`src/rtl/alarm_control_unit_n.sv`:
```
// alarm_control_unit_n: arbitrates NUM_ALARMS alarm flags into one buzzer with snooze, ring timeout and lockout.
// Optional ALARM_BEEP_EN makes Sound pulse 1 s on / 1 s off while ringing.
module alarm_control_unit_n #(
  parameter int NUM_ALARMS   = 2,
  parameter int SNOOZE_TICKS = 300,
  parameter int RING_TIMEOUT = 60,
  parameter int MAX_SNOOZE   = 3,
  localparam int IW = NUM_ALARMS > 1 ? $clog2(NUM_ALARMS) : 1,
  localparam int SW = MAX_SNOOZE > 0 ? $clog2(MAX_SNOOZE + 1) : 1
) (
  input  logic                  Clk,
  input  logic                  Reset,
  input  logic                  Tick,
  input  logic [NUM_ALARMS-1:0] AA,
  input  logic                  Mute,
  input  logic                  Snooze,
  input  logic                  Stop,
  output logic                  Sound,
  output logic                  EN_SNZ,
  output logic                  EN_STOP,
  output logic [IW-1:0]         Active_Id,
  output logic [SW-1:0]         Snooze_Cnt,
  output logic                  Missed
);
  localparam int RW = RING_TIMEOUT > 1 ? $clog2(RING_TIMEOUT) : 1;
  localparam int TW = $clog2(SNOOZE_TICKS + 1);
  localparam logic [SW-1:0] SMAX = SW'(MAX_SNOOZE);
  localparam logic [RW-1:0] RMAX = RW'(RING_TIMEOUT - 1);
  localparam logic [TW-1:0] STK  = TW'(SNOOZE_TICKS);
  typedef enum logic [1:0] {IDLE, RING, SNOOZE, LOCK} state_t;
  state_t r_state, w_nstate;
  logic [IW-1:0] r_id, w_id_nxt, w_low;
  logic [SW-1:0] r_scnt, w_scnt_nxt;
  logic [RW-1:0] r_rcnt, w_rcnt_nxt;
  logic [TW-1:0] r_stmr, w_stmr_nxt;
  logic r_snz_q, r_stp_q, w_snz_p, w_stp_p, w_miss, w_sound_nxt;
  logic r_sound, r_en_snz, r_en_stop, r_missed;
  assign w_snz_p = Snooze & ~r_snz_q;
  assign w_stp_p = Stop & ~r_stp_q;
  always_comb begin
    w_low = '0;
    for (int i = NUM_ALARMS - 1; i >= 0; i--)
      if (AA[i]) w_low = IW'(i);
  end
  always_comb begin
    w_nstate   = r_state;
    w_id_nxt   = r_id;
    w_scnt_nxt = r_scnt;
    w_rcnt_nxt = r_rcnt;
    w_stmr_nxt = r_stmr;
    w_miss     = 1'b0;
    case (r_state)
      IDLE:
        if (!Mute && |AA) begin
          w_nstate   = RING;
          w_id_nxt   = w_low;
          w_scnt_nxt = '0;
          w_rcnt_nxt = '0;
        end
      RING:
        if (w_stp_p) w_nstate = LOCK;
        else if (w_snz_p && r_scnt < SMAX) begin
          w_nstate   = SNOOZE;
          w_scnt_nxt = r_scnt + 1'b1;
          w_stmr_nxt = STK;
        end else if (Tick) begin
          if (r_rcnt == RMAX) begin
            w_nstate = LOCK;
            w_miss   = 1'b1;
          end else w_rcnt_nxt = r_rcnt + 1'b1;
        end
      SNOOZE:
        if (w_stp_p) w_nstate = LOCK;
        else if (Tick) begin
          if (r_stmr == TW'(1)) begin
            w_nstate   = RING;
            w_rcnt_nxt = '0;
          end else w_stmr_nxt = r_stmr - 1'b1;
        end
      default:
        if (!AA[r_id]) w_nstate = IDLE;
    endcase
  end
`ifdef ALARM_BEEP_EN
  // r_sound doubles as the beep phase: forced high on RING entry, toggled by each Tick while ringing
  assign w_sound_nxt = w_nstate == RING && (r_state != RING || (Tick ? !r_sound : r_sound));
`else
  assign w_sound_nxt = w_nstate == RING;
`endif
  always_ff @(posedge Clk or posedge Reset) begin
    if (Reset) begin
      r_state   <= IDLE;
      r_id      <= '0;
      r_scnt    <= '0;
      r_rcnt    <= '0;
      r_stmr    <= '0;
      r_snz_q   <= 1'b0;
      r_stp_q   <= 1'b0;
      r_sound   <= 1'b0;
      r_en_snz  <= 1'b0;
      r_en_stop <= 1'b0;
      r_missed  <= 1'b0;
    end else begin
      r_state   <= w_nstate;
      r_id      <= w_id_nxt;
      r_scnt    <= w_scnt_nxt;
      r_rcnt    <= w_rcnt_nxt;
      r_stmr    <= w_stmr_nxt;
      r_snz_q   <= Snooze;
      r_stp_q   <= Stop;
      r_sound   <= w_sound_nxt;
      r_en_snz  <= w_nstate == RING && w_scnt_nxt < SMAX;
      r_en_stop <= w_nstate == RING || w_nstate == SNOOZE;
      r_missed  <= w_miss;
    end
  end
  assign Sound      = r_sound;
  assign EN_SNZ     = r_en_snz;
  assign EN_STOP    = r_en_stop;
  assign Active_Id  = r_id;
  assign Snooze_Cnt = r_scnt;
  assign Missed     = r_missed;
endmodule

```
`config.mk`:
```
export PLATFORM = sky130hd
export DESIGN_NAME = alarm_control_unit_n
export DESIGN_NICKNAME = d
export VERILOG_FILES = /design/src/rtl/alarm_control_unit_n.sv
export SDC_FILE = /design/constraint.sdc
export NUM_CORES = 1
export LEC_CHECK = 0
export BUFFER_PORTS_ARGS = -buffer_cell sky130_fd_sc_hd__buf_2
export CAP_MARGIN = 20
export CELL_PAD_IN_SITES_DETAIL_PLACEMENT = 1
export CELL_PAD_IN_SITES_GLOBAL_PLACEMENT = 1
export CORE_ASPECT_RATIO = 0.75
export CORE_UTILIZATION = 40
export DETAILED_ROUTE_END_ITERATION = 16
export PLACE_DENSITY = 0.8
export REMOVE_ABC_BUFFERS = 1
export SETUP_SLACK_MARGIN = 0.5
export SYNTH_ARGS = -nofsm -noshare
export SYNTH_HDL_FRONTEND = slang
export SYNTH_SLANG_ARGS = --single-unit
```
`constraint.sdc`:
```
create_clock -name Clk -period 2.55 [get_ports Clk]
set_input_delay 0.51 -clock Clk [delete_from_list [all_inputs] [get_ports Clk]]
set_output_delay 0.51 -clock Clk [all_outputs]
set_load 0.01 [all_outputs]
```
==> results of run 1 <==
[cells in the final DEF (no fill, tap or decap), types with 2 or more instances in the layout]
cell | synthesis | final
nor3b_1 | 2 | 2
nor3_1 | 3 | 2
inv_1 | 9 | 8
nand2b_1 | 2 | 2
o31a_1 | 2 | 2
and2_1 | 2 | 2
mux2i_1 | 3 | 3
o211ai_1 | 3 | 3
dfrtp_1 | 26 | 25
nand4_1 | 2 | 2
or3_1 | 5 | 5
a21oi_1 | 5 | 5
clkbuf_8 | 0 | 4
buf_4 | 0 | 10
o21ai_0 | 6 | 6
nand2_1 | 3 | 3
nor2_2 | 1 | 2
or2_2 | 2 | 2
nand3_1 | 9 | 9
nor2_1 | 9 | 8
and3_1 | 2 | 2
or3_2 | 2 | 2
nor3_4 | 1 | 2
buf_2 | 2 | 14
ha_2 | 0 | 2
nor4_1 | 3 | 3
ha_1 | 5 | 2
[power by group through the flow]
stage / Sequential, mW / Combinational [mW] / Clock [mW]
after floorplan: 0.704 / 0.435 / 0
after global placement: 0.711 / 0.590 / 0
after detailed placement: 0.728 / 0.632 / 0
after CTS: 0.716 / 0.690 / 0.279
after global routing: 0.758 / 0.869 / 0.297
final: 0.733 / 0.792 / 0.271
[metal layers]
layer	wire length, um	vias up
met5	0	-
met4	10	0
met3	110	2
met2	1918	22
met1	1681	634
li1	-	591
[final timing paths]
| kind | endpoint | slack (ps) |
|---|---|---|
| max | EN_STOP | 440 |
| min | EN_SNZ | 270 |
| max reg2reg | EN_STOP | 440 |
| min reg2reg | r_stmr[2] | 540 |
| max in group asynchronous | r_stmr[0] | 1990 |
| min in group Clk | r_snz_q | 360 |
[per-stage QoR]
| stage | hold WS (ps) | setup WS [ps] | cells | area (um2) |
|---|---|---|---|---|
| after detailed placement | 543.7 | 189.3 | 205 | 1582 |
| after floorplan | 481.8 | 385.4 | 139 | 1434 |
| after global placement | 511.5 | 330.1 | 205 | 1582 |
| final | 274.6 | 435.1 | 217 | 1783 |
| after CTS | 288.2 | 477.9 | 212 | 1683 |
| after global routing | 294.8 | 378.8 | 217 | 1783 |
[cell type report]
type	count	share of cell area, %
clock buffers	4	3.088
inverters	9	1.895
multi-input cells	104	46.81
flip-flops and latches	26	36.56
well taps	50	3.509
repair buffers	24	8.140
[cells by family after synthesis]
logic type,count (synthesis)
fa+ha+maj,5
simple gates,59
mux,4
flops,26
buf+inv,15
xor+xnor,1
compound gates,35
[worst max-delay path, delay by kind of cell (launching register included)]
kind	cells	cell delay (ps)
simple gates	2	750
fa+ha+maj	2	450
flops	1	410
compound gates	2	330
buf+inv	2	130
[flip-flops by register name, indices dropped and copies added, names as in the netlist]
signal / flops
r_snz_q: 1
EN_STOP: 1
Missed: 1
r_rcnt: 6
Snooze_Cnt: 2
Active_Id: 1
EN_SNZ: 1
r_state: 2
r_stp_q: 1
Sound: 1
r_stmr: 9
[Yosys cell counts, types with 2 or more instances]
cell type / instances
or3_2: 2
or3_1: 5
and3_1: 2
mux2i_1: 3
inv_1: 9
or2_2: 2
nor3_1: 3
buf_2: 2
nand4_1: 2
clkbuf_1: 3
a31oi_1: 2
o21ai_0: 6
nor4_1: 3
nand2_1: 3
and2_1: 2
a21oi_1: 5
nor3b_1: 2
nor2_1: 9
dfrtp_1: 26
nand3_1: 9
nor2b_1: 2
nand2b_1: 2
o31a_1: 2
o211ai_1: 3
ha_1: 5
[repair_timing]
| action | 4_1_cts | 5_1_grt |
|---|---|---|
| gates resized for setup | 6 | 12 |
| pin swaps | 1 | 1 |
| endpoints found under the setup margin | 6 | 3 |
| buffers inserted | 3 | 5 |
| gates cloned | 0 | 0 |
| endpoints found under the hold margin | 0 | 0 |
==> results.md, run 1 <==
* Status: completed
* Syn-to-layout area delta at 21.59%
* Fin Setup TNS at 0 ps
* RSZ-0062 raised after global routing: true
* Simple logic cell fraction of the synthesized area at 25.60%
* Chip width at 71.92 um
* CP max stage delay at a little over 500 ps
* Vias at 1249
* Met1 GRT Util at 25.00%
* Tcrit/Tclk final at between 80% and 90%
* Post-synth ARST share at 100.0%
* Starting Density at 43.12%
* Synth top area share at approximately 44%
* Worst Path Arrival at 2340 ps
* Finished Core Util at a little over half
* Worst IR drop on VDD at 0.5285 mV
* Actual slew at the worst max-slew pin at 592.3 ps
* IO Count at 15
* PwrDens at 1007 nW/um2
* Max Fanout on Critical Path at 5
* # DRC at 0
* Ys Warns at 0
* CP Class: reg -> reg
* CP Launch Type: register
* Slew Limit Fails at 0
* H-tree levels at 1
* Area occupied by multi-input gates at about 830 um2
* Post-Syn Area per Cell at 10.11 um2
* Register area at 651.9 um2
* F_max at 472.8 MHz
* Port-buffer cells at 14
* Die Area at 3915 um2
* Core area at 3401 um2
* Synth area leader: dfrtp_1
* Clk pin slew, worst setup/hold paths at 90 ps
* Number of hold violations in the final report at 0
* CTS Sinks at 26
* DR iter-0 viols at 46
* GR Overflow Total at 0
* Largest family of logic cells by synthesized area: simple AND/OR/NAND/NOR gates
* Clk root buf: clkbuf_8
* Dpl hpwl at 2595 um
* Req. time, crit path at around 2800 ps
* Total power at 1.795 mW
* Crit. Startpoint: r_stmr[1]
* Comb pwr share at 44.1%
* Post-synth EDFFs at 0
* M2 GR Usage at between 30% and 40%
* Peak-usage layer in the global routing report: met2
* Slew margin rel. at 60.33%
* Synth area leaders: dfrtp_1 44%, ha_1 4.3%, nand3_1 3.1%
* Slowest-stage cell, CP: or4b_4
* Sequential Power Share at 40.8%
* GRT Overall Usage at 20.18%
* Via density per instance at between 5 and 6
* Skew final at 8.728 ps
* TritonCTS buffer count at 3
* WL/cell at 17.15 um
* Final GP Congestion at 0.7829
* Adder-Cell Fraction of Synth Area at ~4.3%
* Synth cell types at 56
* Largest net degree at the start of global routing at 27
* Final ANT Viol Nets at 0
* Global-route wire length before repair at about 6000 um
* R2R depth at 8
* Filler Cells Inserted at 398
* Most used DFF post-synth: dfrtp_1
* CTS tree: built
* Int Power at 1.067 mW
* Worst R2R Start: r_stmr[1]
* Placement Rows at 18
* Xor and xnor fraction of the mapped netlist area at 0.5973%
* Mux share of post-synthesis cell area at 2.816%
* Max-cap violations at 0
* Count of final setup violators at 0
* Register area share after synthesis at between 40 and 50%
* Initial antenna violation count at 0
* Final #Nets at 181
* Clock latency on the worst-skew pair at about 280 ps
* Post-Route WL at 3721 um
* Fin crit period at approximately 2100 ps
* Ratio of cells with drive above 1 in the final layout at 32.34%
* Sw Share at 40.58%
* Clock tree buffer depth at 2
* NetSw at 728.5 uW
* M3 GR Usage at 3.867%
* Worst min path class: in -> async
* Vias in the first global route at 1251
* Clock power frac at 15.1%
* Antenna Cells at 0
* CTS hold repair buffers at 0
* Critical path capture point type: register
* Mapped Area at 1466 um2
* Mapped Cells at 145
* Leak at 0.7655 nW
* Compound-Gate Fraction of Synth Area at 17.83%
* FF+latch count, synth at 26
* Drt pass-1 iters at 4
* Die Height at 54.44 um
* Critical path, cell by cell: inv_2 -> ha_4 -> or4b_4 -> nor3_4 -> a2111oi_4 -> a31oi_1 -> ha_2 -> inv_1
Power figures use the tool's default switching activity.
==> run 2: changes to the inputs <==
--- a/config.mk
+++ b/config.mk
@@ -12,7 +12,7 @@
 export CORE_ASPECT_RATIO = 0.75
 export CORE_UTILIZATION = 40
 export DETAILED_ROUTE_END_ITERATION = 16
-export PLACE_DENSITY = 0.8
+export PLACE_DENSITY = 0.83
 export REMOVE_ABC_BUFFERS = 1
 export SETUP_SLACK_MARGIN = 0.5
 export SYNTH_ARGS = -nofsm -noshare
==> constraint.sdc (replaced) <==
create_clock -name Clk -period 1.8 [get_ports Clk]
set_input_delay 0.36 -clock Clk [delete_from_list [all_inputs] [get_ports Clk]]
set_output_delay 0.36 -clock Clk [all_outputs]
set_load 0.01 [all_outputs]
==> run 2 against run 1 <==
  * The flow now finishes with violations (negative setup slack)
  * Worst hold slack lost 120 ps
  * Critical endpoint is now EN_SNZ
  * Cell area grew 21%
  * Sequential power grew 35%
  * Global-route usage grew 4.9 points
  * Cell count grew 15%
  * Critical path depth is the same
  * Via count grew 17%
==> results.md, run 2 (synthesis results as in run 1) <==
* Fin crit period at 2122 ps
* Most flops, register: r_stmr
* Commonest cells after routing, fill and taps aside: 31 x buf_4, 25 x dfrtp_1, 12 x buf_6, 12 x buf_2
* Final cell count without fillers at 249
* NetSw at 1.264 mW
* RSZ-0062 raised after global routing: true
* Final GP Congestion at 0.8573
* Clock tree buffer depth at 2
* Starting Density at 43.12%
* Leak at 0.9448 nW
* Post-Route WL at roughly 4900 um
* Clk pin slew, worst setup/hold paths at 90 ps
* CP Class: reg -> reg
* Count of final setup violators at 21
* Dpl hpwl at 2994 um
* Number of hold violations in the final report at 0
* Comb pwr share at 55.9%
* Status: finished, violations left
* Slew margin rel. at 67.63%
* Core area at 3401 um2
* Largest regs: r_stmr: 9 flops, r_rcnt: 6 flops
* # DRC at 0
* Worst min path class: in -> async
* Die Area at 3915 um2
* GRT Overall Usage at 25.12%
* Most common library cell in the layout ignoring fill and taps: buf_4
* Vias in the first global route at 1489
* Skew final at around 2.7 ps
* Filler Cells Inserted at 372
* Largest net degree at the start of global routing at 27
* DR iter-0 viols at 70
* GR Overflow Total at 0
* PwrDens at 1452 nW/um2
* Chip width at 71.92 um
* Placement Rows at 18
* Syn-to-layout area delta at 46.67%
* Worst Path Arrival at 2340 ps
* CP Launch Type: register
* Final ANT Viol Nets at 0
* Ratio of cells with drive above 1 in the final layout at 49.75%
* Worst hold margin at 154.4 ps
* Via density per instance at 5.876
* Global-route wire length before repair at 7245 um
* Critical path capture point type: register
* Slew Limit Fails at 0
* Post-route setup slack at -321.6 ps
* Drt pass-1 iters at 4
* IO Count at 15
* CTS tree: built
* Sw Share at 40.47%
* Register area at 651.9 um2
* Clock power frac at 12.4%
* Port-buffer cells at 14
* Sequential Power Share at 31.7%
* Area occupied by multi-input gates at approximately 900 um2
* Inst Count DP at 235
* Max-cap violations at 0
* Vias at between 1000 and 1500
* Max reg flops at 9
* Worst IR drop on VDD at 0.6780 mV
* Max Fanout on Critical Path at 4
* Tcrit/Tclk final at 117.9%
* CTS Sinks at 26
* Int Power at 1.858 mW
* Initial antenna violation count at 0
* Clk root buf: clkbuf_8
* Actual slew at the worst max-slew pin at around 480 ps
* Clock latency on the worst-skew pair at between 200 and 300 ps
* Failing checks: negative setup slack
* Antenna Cells at 0
* WL/cell at 19.67 um
* Finished Core Util at 63.25%
* Final #Nets at 213
* TritonCTS buffer count at 3
* H-tree levels at 1
* Req. time, crit path at 2020 ps
* F_max at 471.3 MHz
* Die Height at 54.44 um
run 2: worst max-delay path, cell delays in order (launching register included):
cell	delay [ps]
dfrtp_1	410
inv_2	90
ha_4	120
or4b_4	490
nor3_2	180
a2111oi_2	70
a31oi_1	280
ha_2	260
o31a_1	150
run 2: final timing paths:
check / startpoint / to / slack (ps) / depth (start not counted)
max: r_stmr[1] / EN_SNZ / -320 / 8
min: Reset / EN_SNZ / 150 / 3
max reg2reg: r_stmr[1] / EN_SNZ / -320 / 8
min reg2reg: r_rcnt[5] / r_rcnt[5] / 560 / 2
max in group asynchronous: Reset / r_state[1] / 1380 / 3
min in group Clk: Snooze / r_snz_q / 210 / 1
run 2: through the flow:
step	setup slack, ps	power [mW]	cell area [um2]	TNS [ps]
CTS	-248.6	2.798	2002	-1813
detailed placement	-359.2	2.209	1819	-2753
global placement	-250.1	2.109	1819	-1691
global route	-375.8	3.303	2151	-4307
finish	-321.6	3.122	2151	-2929
floorplan	-364.6	1.613	1434	-1173
run 2: what timing repair did:
item	in CTS	in global routing
gates cloned	0	1
pin swaps	7	10
endpoints found under the hold margin	0	0
setup endpoints to repair	25	26
gates resized for setup	24	28
setup buffers	5	4
hold buffers	0	0
run 2: metal layers:
metal  GRT usage, %  share of wire, %  up-vias  routed length (um)
met5              0                 0        -                   0
met4          9.150               1.0        0                  51
met3          4.052               2.9        7                 142
met2          46.23                52       30                2551
met1          30.54                44      768                2154
li1               -                 -      658                   -
run 2: area by class of cell:
class	instances	area share [%]
tap	50	2.909
multi-input combinational	104	41.83
clock buffer	4	2.560
inverter	9	1.571
sequential	26	30.31
timing repair buffer	56	20.83
run 2: power by group through the flow:
stage | logic [mW] | clock network [mW] | registers (mW)
after floorplan | 0.616 | 0 | 0.997
after global placement | 1.16 | 0 | 0.945
after detailed placement | 1.24 | 0 | 0.966
after CTS | 1.43 | 0.398 | 0.966
after global routing | 1.88 | 0.412 | 1.01
final | 1.74 | 0.387 | 0.991
